## src/rtl/text_pixel_gen.sv

```systemverilog
// Text-mode pixel generator: walks the character/attribute RAM per scanline,
// fetches glyph rows from the 16-bit font RAM and serialises them MSB first
// into 4-bit colour-index pixels.
module text_pixel_gen #(
  parameter int          COLS      = 80,
  parameter int          ROWS      = 30,
  parameter logic [15:0] FONT_BASE = 16'h0000
) (
  input  logic        clk,
  input  logic        rst,
  input  logic        frame_start,
  input  logic        line_start,
  input  logic        de,
  output logic [15:0] text_addr,
  input  logic [15:0] text_data,
  output logic [15:0] font_addr,
  input  logic [15:0] font_data,
  output logic [3:0]  pix_out,
  output logic        pix_valid
);

  localparam logic [7:0]  COLS_W  = 8'(COLS);
  localparam logic [7:0]  ROWS_W  = 8'(ROWS);
  localparam logic [15:0] COLS_16 = 16'(COLS);

  typedef enum logic [1:0] {
    IDLE,
    TXT,
    FNT,
    CAP
  } state_t;

  state_t      state;

  logic [2:0]  scan;
  logic [7:0]  trow;
  logic [7:0]  col;
  logic [15:0] row_base;
  logic        first_line;
  logic        armed;

  logic [2:0]  scan_n;
  logic [7:0]  trow_n;
  logic [15:0] row_base_n;
  logic        first_line_n;

  logic        buf_full;
  logic [7:0]  buf_bits;
  logic [3:0]  buf_fg;
  logic [3:0]  buf_bg;

  logic [7:0]  sh_bits;
  logic [3:0]  sh_fg;
  logic [3:0]  sh_bg;
  logic [2:0]  pcnt;

  logic        fetch_ok;
  logic        load;
  logic [7:0]  load_bits;
  logic [3:0]  load_fg;
  logic [3:0]  load_bg;

  // Next-state of the line/row counters. frame_start is folded in first so a
  // coincident line_start consumes the fresh first_line flag and stays on scan 0.
  always_comb begin
    scan_n       = frame_start ? 3'd0  : scan;
    trow_n       = frame_start ? 8'd0  : trow;
    row_base_n   = frame_start ? 16'd0 : row_base;
    first_line_n = frame_start ? 1'b1  : first_line;
    if (line_start) begin
      if (first_line_n) begin
        first_line_n = 1'b0;
      end else begin
        if (scan_n == 3'd7) begin
          trow_n     = trow_n + 8'd1;
          row_base_n = row_base_n + COLS_16;
        end
        scan_n = scan_n + 3'd1;
      end
    end
  end

  // Register the counters; armed gates all activity between reset and the next line.
  always_ff @(posedge clk) begin
    if (rst) begin
      scan       <= '0;
      trow       <= '0;
      row_base   <= '0;
      first_line <= 1'b1;
      armed      <= 1'b0;
    end else begin
      scan       <= scan_n;
      trow       <= trow_n;
      row_base   <= row_base_n;
      first_line <= first_line_n;
      if (line_start) begin
        armed <= 1'b1;
      end
    end
  end

  // Fetch eligibility, and the shifter pulling the next cell from the buffer.
  always_comb begin
    fetch_ok  = armed && !buf_full && (col < COLS_W) && (trow < ROWS_W);
    load      = armed && de && (pcnt == 3'd0) && !line_start;
    load_bits = buf_full ? buf_bits : '0;
    load_fg   = buf_full ? buf_fg   : '0;
    load_bg   = buf_full ? buf_bg   : '0;
  end

  // Fetch FSM: text RAM -> font RAM address -> glyph row into the one-cell buffer.
  always_ff @(posedge clk) begin
    if (rst) begin
      state     <= IDLE;
      text_addr <= '0;
      font_addr <= '0;
      col       <= '0;
      buf_full  <= 1'b0;
      buf_bits  <= '0;
      buf_fg    <= '0;
      buf_bg    <= '0;
    end else if (line_start) begin
      state    <= IDLE;
      col      <= '0;
      buf_full <= 1'b0;
    end else begin
      // A shifter load only empties the buffer; a same-cycle CAP can only occur
      // when the buffer was already empty, so CAP's assignment below wins.
      if (load) begin
        buf_full <= 1'b0;
      end
      case (state)
        IDLE: begin
          if (fetch_ok) begin
            text_addr <= row_base + {8'd0, col};
            state     <= TXT;
          end
        end
        TXT: begin
          font_addr <= FONT_BASE + {6'd0, text_data[7:0], scan[2:1]};
          buf_fg    <= text_data[11:8];
          buf_bg    <= text_data[15:12];
          state     <= FNT;
        end
        FNT: begin
          state <= CAP;
        end
        CAP: begin
          buf_bits <= scan[0] ? font_data[7:0] : font_data[15:8];
          buf_full <= 1'b1;
          col      <= col + 8'd1;
          state    <= IDLE;
        end
        default: begin
          state <= IDLE;
        end
      endcase
    end
  end

  // Pixel shifter: one pixel per de, reloading from the buffer every 8 pixels.
  always_ff @(posedge clk) begin
    if (rst) begin
      pcnt      <= '0;
      sh_bits   <= '0;
      sh_fg     <= '0;
      sh_bg     <= '0;
      pix_out   <= '0;
      pix_valid <= 1'b0;
    end else begin
      pix_valid <= de && armed;
      if (line_start) begin
        pcnt    <= '0;
        sh_bits <= '0;
        sh_fg   <= '0;
        sh_bg   <= '0;
        pix_out <= '0;
      end else if (de && armed) begin
        pcnt <= pcnt + 3'd1;
        if (pcnt == 3'd0) begin
          pix_out <= load_bits[7] ? load_fg : load_bg;
          sh_bits <= {load_bits[6:0], 1'b0};
          sh_fg   <= load_fg;
          sh_bg   <= load_bg;
        end else begin
          pix_out <= sh_bits[7] ? sh_fg : sh_bg;
          sh_bits <= {sh_bits[6:0], 1'b0};
        end
      end else begin
        pix_out <= '0;
      end
    end
  end

endmodule

```

## config.mk

```make
export PLATFORM = sky130hd
export DESIGN_NAME = text_pixel_gen
export DESIGN_NICKNAME = d
export VERILOG_FILES = /design/src/rtl/text_pixel_gen.sv
export SDC_FILE = /design/constraint.sdc
export NUM_CORES = 1
export LEC_CHECK = 0
export CORE_ASPECT_RATIO = 1.25
export CORE_MARGIN = 4
export CORE_UTILIZATION = 25
export CTS_CLUSTER_SIZE = 12
export DETAILED_ROUTE_END_ITERATION = 12
export PLACE_DENSITY = 0.42
export SLEW_MARGIN = 20
export SYNTH_ARGS = -nofsm -noshare
export SYNTH_HDL_FRONTEND = slang
export SYNTH_SLANG_ARGS = --single-unit
```

## constraint.sdc

```tcl
create_clock -name clk -period 5.03 [get_ports clk]
set_input_delay 1.509 -clock clk [delete_from_list [all_inputs] [get_ports clk]]
set_output_delay 1.509 -clock clk [all_outputs]
set_load 0.05 [all_outputs]
```

# Yosys cells after proc, flatten, opt, wreduce, memory -nomap -nowiden
# Cells that the tools add are included.
# Widths: inputs -> output; s select.
op_classes:
  addsub: 6
  n_lt_le_gt_ge: 2
  n_eq_ne: 5
  n_mux: 25
  bitwise_logic: 2
  n_reduce_logical: 17
ops:
  columns: ["op", "n"]
  rows:
  - ["$mux 16", 4]
  - ["$mux 8", 7]
  - ["$mux 4", 5]
  - ["$add 16x7->16 const B", 1]
  - ["$add 16x8->16", 1]
  - ["$add 8x1->8 const B", 2]
  - ["$mux 3", 3]
  - ["$lt 8x5->1 const B", 1]
  - ["$lt 8x7->1 const B", 1]
  - ["$pmux 2 s4", 1]
  - ["$add 3x1->3 const B", 2]
  - ["$logic_and 1x1->1", 6]
  - ["$reduce_and 2->1", 3]
  - ["$eq 2x2->1 const B", 2]
  - ["$mux 1", 4]
  - ["$eq 3x3->1 const B", 1]
  - ["$logic_not 3->1", 1]
  - ["$reduce_and 3->1", 1]
  - ["$reduce_or 3->1", 1]
  - ["$eq 2x1->1 const B", 1]
  - ["$logic_not 1->1", 2]
  - ["$logic_not 2->1", 1]
  - ["$mux 2", 1]
  - ["$ne 2x2->1 const B", 1]
  - ["other kinds (3)", 4]
word_totals:
  regBits: 106
  in_bits: 37
  out_inout_bits: 37
  word_cells: 76

# Depth between registers and ports, before layout
# Gate-level depths: netlist of the first run.
logic_depth:
  word_depth: 6
  ltp_mapped: 9
  mapped_depth_nobuf: 7

# Worst setup path after synthesis of the first run
# No wires, ideal clock.
synth_timing:
  kind: "input -> register"
  startpoint: "in line_start"
  endpoint: "reg text_addr[13]"
  arrival_ns: 3.149
  slack_ns: 1.818
  path_stages: 6
  n_path_buf: 2
  path_cell_list: "clkbuf_1 -> or4b_1 -> or4_1 -> buf_2 -> a2111o_1 -> nand3_1"
synth_via:
  elab_chain_len: 2
synth_lines:
  columns: ["item", "line", "source"]
  rows:
  - ["from (decl)", "12", "input logic line_start,"]
  - ["$not 1->1 (no line)", null, null]
  - ["$reduce_and 3->1 (no line)", null, null]
  - ["to (signal assigned)", "135", "text_addr <= row_base + {8'd0, col};"]
  - ["to (decl)", "14", "output logic [15:0] text_addr,"]
# No other way between the ends.
# A chain may end at the register's enable or synchronous reset.

# Worst setup path in the final report of the first run
# Ends and elaborated chain as after synthesis.

==> results of run 1 <==
-- placed cells by master, fill, tap and decap left out, types with 10 or more instances in the layout --
cell             Yosys  routed
ha_1                15      15
a21oi_1             51      51
o21ai_0             11      11
xnor2_1             13      13
nor2b_1             18      18
nand2_1             80      80
mux2i_1             21      21
inv_1               10      10
a211oi_1            13      13
xor2_1              11      11
nor2_1              50      50
dfxtp_1            101     101
or3_1               10      10
nand3_1             20      20
clkdlybuf4s50_1      0      66
nand4_1             10      10
-- state kept, by name, indices dropped and copies added, names as in the netlist --
name	count
row_base	12
text_addr	16
sh_fg	4
pix_out	4
font_addr	10
first_line	1
col	8
scan	3
sh_bg	4
pix_valid	1
buf_bits	8
pcnt	3
trow	8
state	2
buf_fg	4
buf_full	1
buf_bg	4
sh_bits	7
armed	1
-- critical path, delay by kind of cell --
family          cells  cell delay (ns)
simple gates        3             1.31
buf+inv             2             0.58
compound gates      1             0.47
-- through the flow --
| step | std cells | utilization [%] |
|---|---|---|
| after CTS | 812 | 32.1 |
| after detailed placement | 797 | 30.4 |
| after floorplan | 541 | - |
| after global routing | 812 | 32.1 |
| after global placement | 797 | 30.4 |
| final | 812 | 32.1 |
-- area by class of cell --
class / count / area [um2]
clock buffers: 11 / 253
inverters: 10 / 37.5
clock inverters: 4 / 47.5
fillers: 1897 / 12000
repair buffers: 73 / 711
well taps: 224 / 280
flip-flops and latches: 101 / 2020
multi-input cells: 389 / 2340
-- metal layers --
layer / global-route usage (%) / up-vias / share of wire [%]
li1: - / 1938 / -
met1: 14.2 / 1752 / 44
met2: 20.3 / 43 / 51
met3: 2.35 / 14 / 3.1
met4: 4.44 / 0 / 1.7
met5: 0 / - / 0
-- final timing paths --
kind                start       endpoint  cells after the start
min          font_addr[6]   font_addr[6]                      2
max reg2reg       scan[0]   row_base[15]                      7
max            line_start  text_addr[13]                      6
min reg2reg  font_addr[6]   font_addr[6]                      2
-- logic make-up (layout without fill, tap and decap cells) --
logic type,Yosys count,after routing
buffers and inverters,51,98
and+or+nand+nor,221,221
muxes,21,21
DFF,101,101
other,1,6
AOI/OAI and AO/OA,101,101
adders and majority gates,16,16
xor gates and xnor gates,24,24
-- where the power goes --
group	leakage (uW)	internal (uW)	switching (uW)
combinational	0.000946	52.2	77.8
sequential	0.000816	809	7.94
clock	0.000147	409	305
==> summary.md, run 1 <==
| Metric | Value |
|---|---|
| Outcome | `finished clean` |
| Clock buffer depth | `2` |
| Clk slew on worst S/H paths | `0.07 ns` |
| Final setup TNS | `0 ns` |
| Initial antenna violation count | `0` |
| Post-CTS Resized | `0` |
| Syn. warnings | `0` |
| Total track usage | `11.7%` |
| Postcts setup bufs | `0` |
| Largest net degree at the start of global routing | `31` |
| Worst slew margin | `32.1%` |
| FP Rows | `54` |
| Gr ovfl total | `0` |
| Vias in the first global route | `3818` |
| Final Hold Slack | `0.455 ns` |
| Leakage | `0.00191 uW` |
| Pre-CTS setup slack | `between 1 and 1.5 ns` |
| Xor/xnor cell area share of the yosys netlist | `approximately 4.6%` |
| Die Width | `129 um` |
| Core area | `between 15000 and 20000 um2` |
| Largest family of logic cells by synthesized area | `simple AND/OR/NAND/NOR gates` |
| Max-cap check violation count | `0` |
| Slew Limit Fails | `0` |
| Ys async rst share | `0%` |
| Count leader, synth | `dfxtp_1` |
| Worst-path maximum fanout | `14` |
| Post-Synth Adder-Cell Area | `4.56%` |
| Worst clock skew | `between 0.005 and 0.006 ns` |
| Die extent in y | `159 um` |
| Post-synth top area share | `44.4%` |
| Pwr Density | `292 nW/um2` |
| Placed Area | `around 5400 um2` |
| Synthesized instance count | `536` |
| Critical path class | `primary input to flop` |
| Worst min path class | `flop to flop` |
| Fraction of the mapped netlist area in simple logic gates | `23.4%` |
| Root Buffer | `clkbuf_16` |
| VDD IR max | `between 0.00015 and 0.0002 V` |
| Routed len/inst | `14.4 um` |
| Ant. Diodes | `0` |
| Type of origin of the critical path | `primary input` |
| Compound-Gate Fraction of Synth Area | `between 10% and 20%` |
| Multiplexer area fraction after synthesis | `4.61%` |
| Worst-Margin Slew | `1.02 ns` |
| Via count | `3747` |
| Cell taking the most area after synthesis | `dfxtp_1` |
| Slowest cell on crit path | `or4_1` |
| Drt first pass iters | `7` |
| CTS H-tree lvls | `3` |
| Reg2reg setup slack | `2.39 ns` |
| Final worst slack | `1.45 ns` |
| WP data required | `5.33 ns` |
| Post-route cell area | `5690 um2` |
| Sequential element share of the synthesized area | `44.4%` |
| Mapped cell area | `4560 um2` |
| Predominant post-synthesis flop cell | `dfxtp_1` |
| FMAX | `around 0.28 GHz` |
| Area growth syn-to-layout | `24.8%` |
| Fin nets | `637` |
| DRC | `0` |
| RD Place Congestion | `just under 0.8` |
| Cts bufs inserted | `9` |
| Hold bufs inserted after CTS | `0` |
| Synth top cells by count | `dfxtp_1, nand2_1, a21oi_1` |
| TritonCTS clock tree | `yes` |
| Ports | `74` |
| Buffers on Ports | `67` |
| Critical Path AT | `about 3.9 ns` |
| DR iter-0 viols | `192` |
| Fin crit share | `a little under three quarters` |
| Main area contributors after synthesis | `dfxtp_1, nand2_1, a21oi_1` |
| Final Hold Fails | `0` |
| Final setup violation count | `0` |
| Clock period minus worst slack | `3.58 ns` |
| Die area | `between 20000 and 25000 um2` |
| Clk_lat worst skew | `between 0.3 and 0.4 ns` |
| HPWL Detailed | `8540 um` |
| DR vias/cell | `4.61` |
| Synth cell types | `47` |
| FF+latch count, synth | `101` |
| Detail Route Antenna Nets | `0` |
| Crit path largest cell delay | `around 0.7 ns` |
| Worst Setup End Kind | `flop` |
| First-pass GRT wire length | `19500 um` |
| RSZ-0062 raised after global routing | `false` |
| Initial core utilization | `25.7%` |
| Ordered cell list for the critical path | `clkdlybuf4s50_1 > buf_4 > or4b_1 > or4_1 > a2111o_1 > nand3_1` |
| Fraction of layout cells with a size suffix above 1 | `4.93%` |
| Routed WL | `roughly 12000 um` |
| Syn Area/Cell | `8.50 um2` |
| CTS Sinks | `101` |
| Total Power | `roughly 1700 uW` |
| Post-synth EDFFs | `0` |
No activity file was read; power rests on OpenSTA's default activity.
==> run 2: changes to the inputs <==
Clock period 5.03 ns to 3.3 ns, I/O delays scaled along.
==> run 2 against run 1 <==
Against the previous run: clock skew rose by 0.00089 ns; combinational power rose by 58%; global-route usage fell by 0.11 points; core utilization rose by 0.30 points; worst setup slack got worse by 0.95 ns; critical path depth rose by 2; largest cell class unchanged; largest power group unchanged.
==> summary.md, run 2 (synthesis gave the netlist of run 1 again) <==
| Metric | Value |
|---|---|
| Via count | `3799` |
| Fraction of layout cells with a size suffix above 1 | `under 10%` |
| Clock period minus worst slack | `2.80 ns` |
| Commonest non-fill, non-tap cell in the layout | `dfxtp_1` |
| Clock buffer depth | `2` |
| TritonCTS clock tree | `yes` |
| Slowest cell on crit path | `clkdlybuf4s50_1` |
| RSZ-0062 raised after global routing | `false` |
| Clk slew on worst S/H paths | `0.07 ns` |
| Filler Cells Inserted | `1872` |
| Vias in the first global route | `approximately 3700` |
| Final Hold Fails | `0` |
| Worst-Margin Slew | `0.587 ns` |
| Core area | `17700 um2` |
| Final setup TNS | `0 ns` |
| Ant. Diodes | `0` |
| Outcome | `finished clean` |
| Largest reg by FF count | `text_addr` |
| Most frequent cells in the layout | `dfxtp_1, nand2_1, clkdlybuf4s50_1, a21oi_1, nor2_1` |
| Pwr Density | `431 nW/um2` |
| Post-CTS Resized | `0` |
| Initial antenna violation count | `0` |
| CTS Sinks | `101` |
| Worst slew margin | `60.8%` |
| Most Frequent Cell on Critical Path | `ha_1` |
| Area of the multi-input gates | `between 2000 and 2500 um2` |
| Fin crit share | `84.8%` |
| DR vias/cell | `4.63` |
| Root Buffer | `clkbuf_16` |
| Slew Limit Fails | `0` |
| Register area | `2020 um2` |
| Largest net degree at the start of global routing | `57` |
| FP Rows | `54` |
| Ordered cell list for the critical path | `clkdlybuf4s50_1 > nor2b_1 > ha_1 > ha_1 > and4bb_2 > nand4b_1 > or3_1 > a21oi_1` |
| Area growth syn-to-layout | `25.9%` |
| Worst min path class | `flop to flop` |
| Die extent in y | `about 160 um` |
| RD Place Congestion | `0.773` |
| Die Width | `129 um` |
| Crit path largest cell delay | `0.49 ns` |
| DR iter-0 viols | `128` |
| Total track usage | `11.6%` |
| Critical path class | `primary input to flop` |
| Hold bufs inserted after CTS | `0` |
| Clk_lat worst skew | `0.35 ns` |
| First-pass GRT wire length | `between 15000 and 20000 um` |
| HPWL Detailed | `8490 um` |
| Ports | `74` |
| Detail Route Antenna Nets | `0` |
| Gr ovfl total | `0` |
| Cts bufs inserted | `9` |
| WP data required | `~3.6 ns` |
| Postcts setup bufs | `0` |
| Worst clock skew | `slightly above 0.006 ns` |
| VDD IR max | `0.000238 V` |
| Leakage | `around 0.0019 uW` |
| Post-route cell area | `between 5000 and 6000 um2` |
| DRC | `0` |
| Type of origin of the critical path | `primary input` |
| Routed WL | `11700 um` |
| Die area | `slightly above 20000 um2` |
| Worst Setup End Kind | `flop` |
| Max FFs per register | `16` |
| Top Registers | `text_addr (16), row_base (12), font_addr (10)` |
| Routed len/inst | `14.2 um` |
| FMAX | `0.358 GHz` |
| Drt first pass iters | `4` |
| Critical Path AT | `3.08 ns` |
| CTS H-tree lvls | `3` |
| Fin nets | `between 600 and 700` |
| Buffers on Ports | `67` |
| Initial core utilization | `25.7%` |
| Max-cap check violation count | `0` |
| Placed Area | `5450 um2` |
| Worst-path maximum fanout | `7` |
| Final setup violation count | `0` |
[run 2: cell count changes in the layout (fill, tap and decap cells not counted)]
| cell | previous run | this run |
|---|---|---|
| buf_4 | 6 | 12 |
| clkinv_4 | 0 | 2 |
| buf_12 | 0 | 1 |
| bufinv_16 | 1 | 0 |
[run 2: area by class of cell]
type                       instances  share of cell area, %
inverter                          10                  0.654
sequential                       101                   35.2
multi-input combinational        389                   40.7
clock buffer                      11                   4.40
tap                              224                   4.88
clock inverter                     5                  0.610
timing repair buffer              80                   13.5
[run 2: stage by stage]
| step | hold WS [ns] | utilization (%) | total power (uW) | worst slack, ns | std cells |
|---|---|---|---|---|---|
| final | 0.454 | 32.4 | 2470 | 0.503 | 820 |
| after global routing | 0.476 | 32.4 | 2590 | 0.398 | 820 |
| after CTS | 0.454 | 32.4 | 2520 | 0.511 | 820 |
| after detailed placement | 0.444 | 30.8 | 1480 | 0.167 | 804 |
| after global placement | 0.439 | 30.8 | 1480 | 0.213 | 804 |
| after floorplan | 0.431 | - | 1390 | 0.607 | 541 |
[run 2: power breakdown]
part	switching (uW)	internal [uW]	total, uW
Sequential	10.6	1230	1240
Combinational	121	83.6	205
Clock	470	553	1020
[run 2: critical path, delay by kind of cell]
family / cells / cell delay [ns]
compound gates: 1 / 0.15
fa+ha+maj: 2 / 0.29
buf+inv: 1 / 0.49
simple gates: 4 / 1.15
[run 2: layer usage]
| layer | vias to the layer above | part of all wire [%] | routed length (um) | GRT usage (%) |
|---|---|---|---|---|
| li1 | 1943 | - | - | - |
| met1 | 1795 | 44 | 5100 | 13.7 |
| met2 | 51 | 51 | 5980 | 20.1 |
| met3 | 10 | 3.3 | 386 | 2.75 |
| met4 | 0 | 1.7 | 198 | 4.54 |
| met5 | - | 0 | 0 | 0 |
[run 2: worst paths after layout]
check / slack [ns] / startpoint / cells after the start / end
hold / removal: 0.45 / sh_fg[3] / 2 / sh_fg[3]
hold reg to reg: 0.45 / sh_fg[3] / 2 / sh_fg[3]
setup / recovery: 0.50 / frame_start / 8 / row_base[15]
setup reg to reg: 1.06 / state[0] / 6 / text_addr[13]
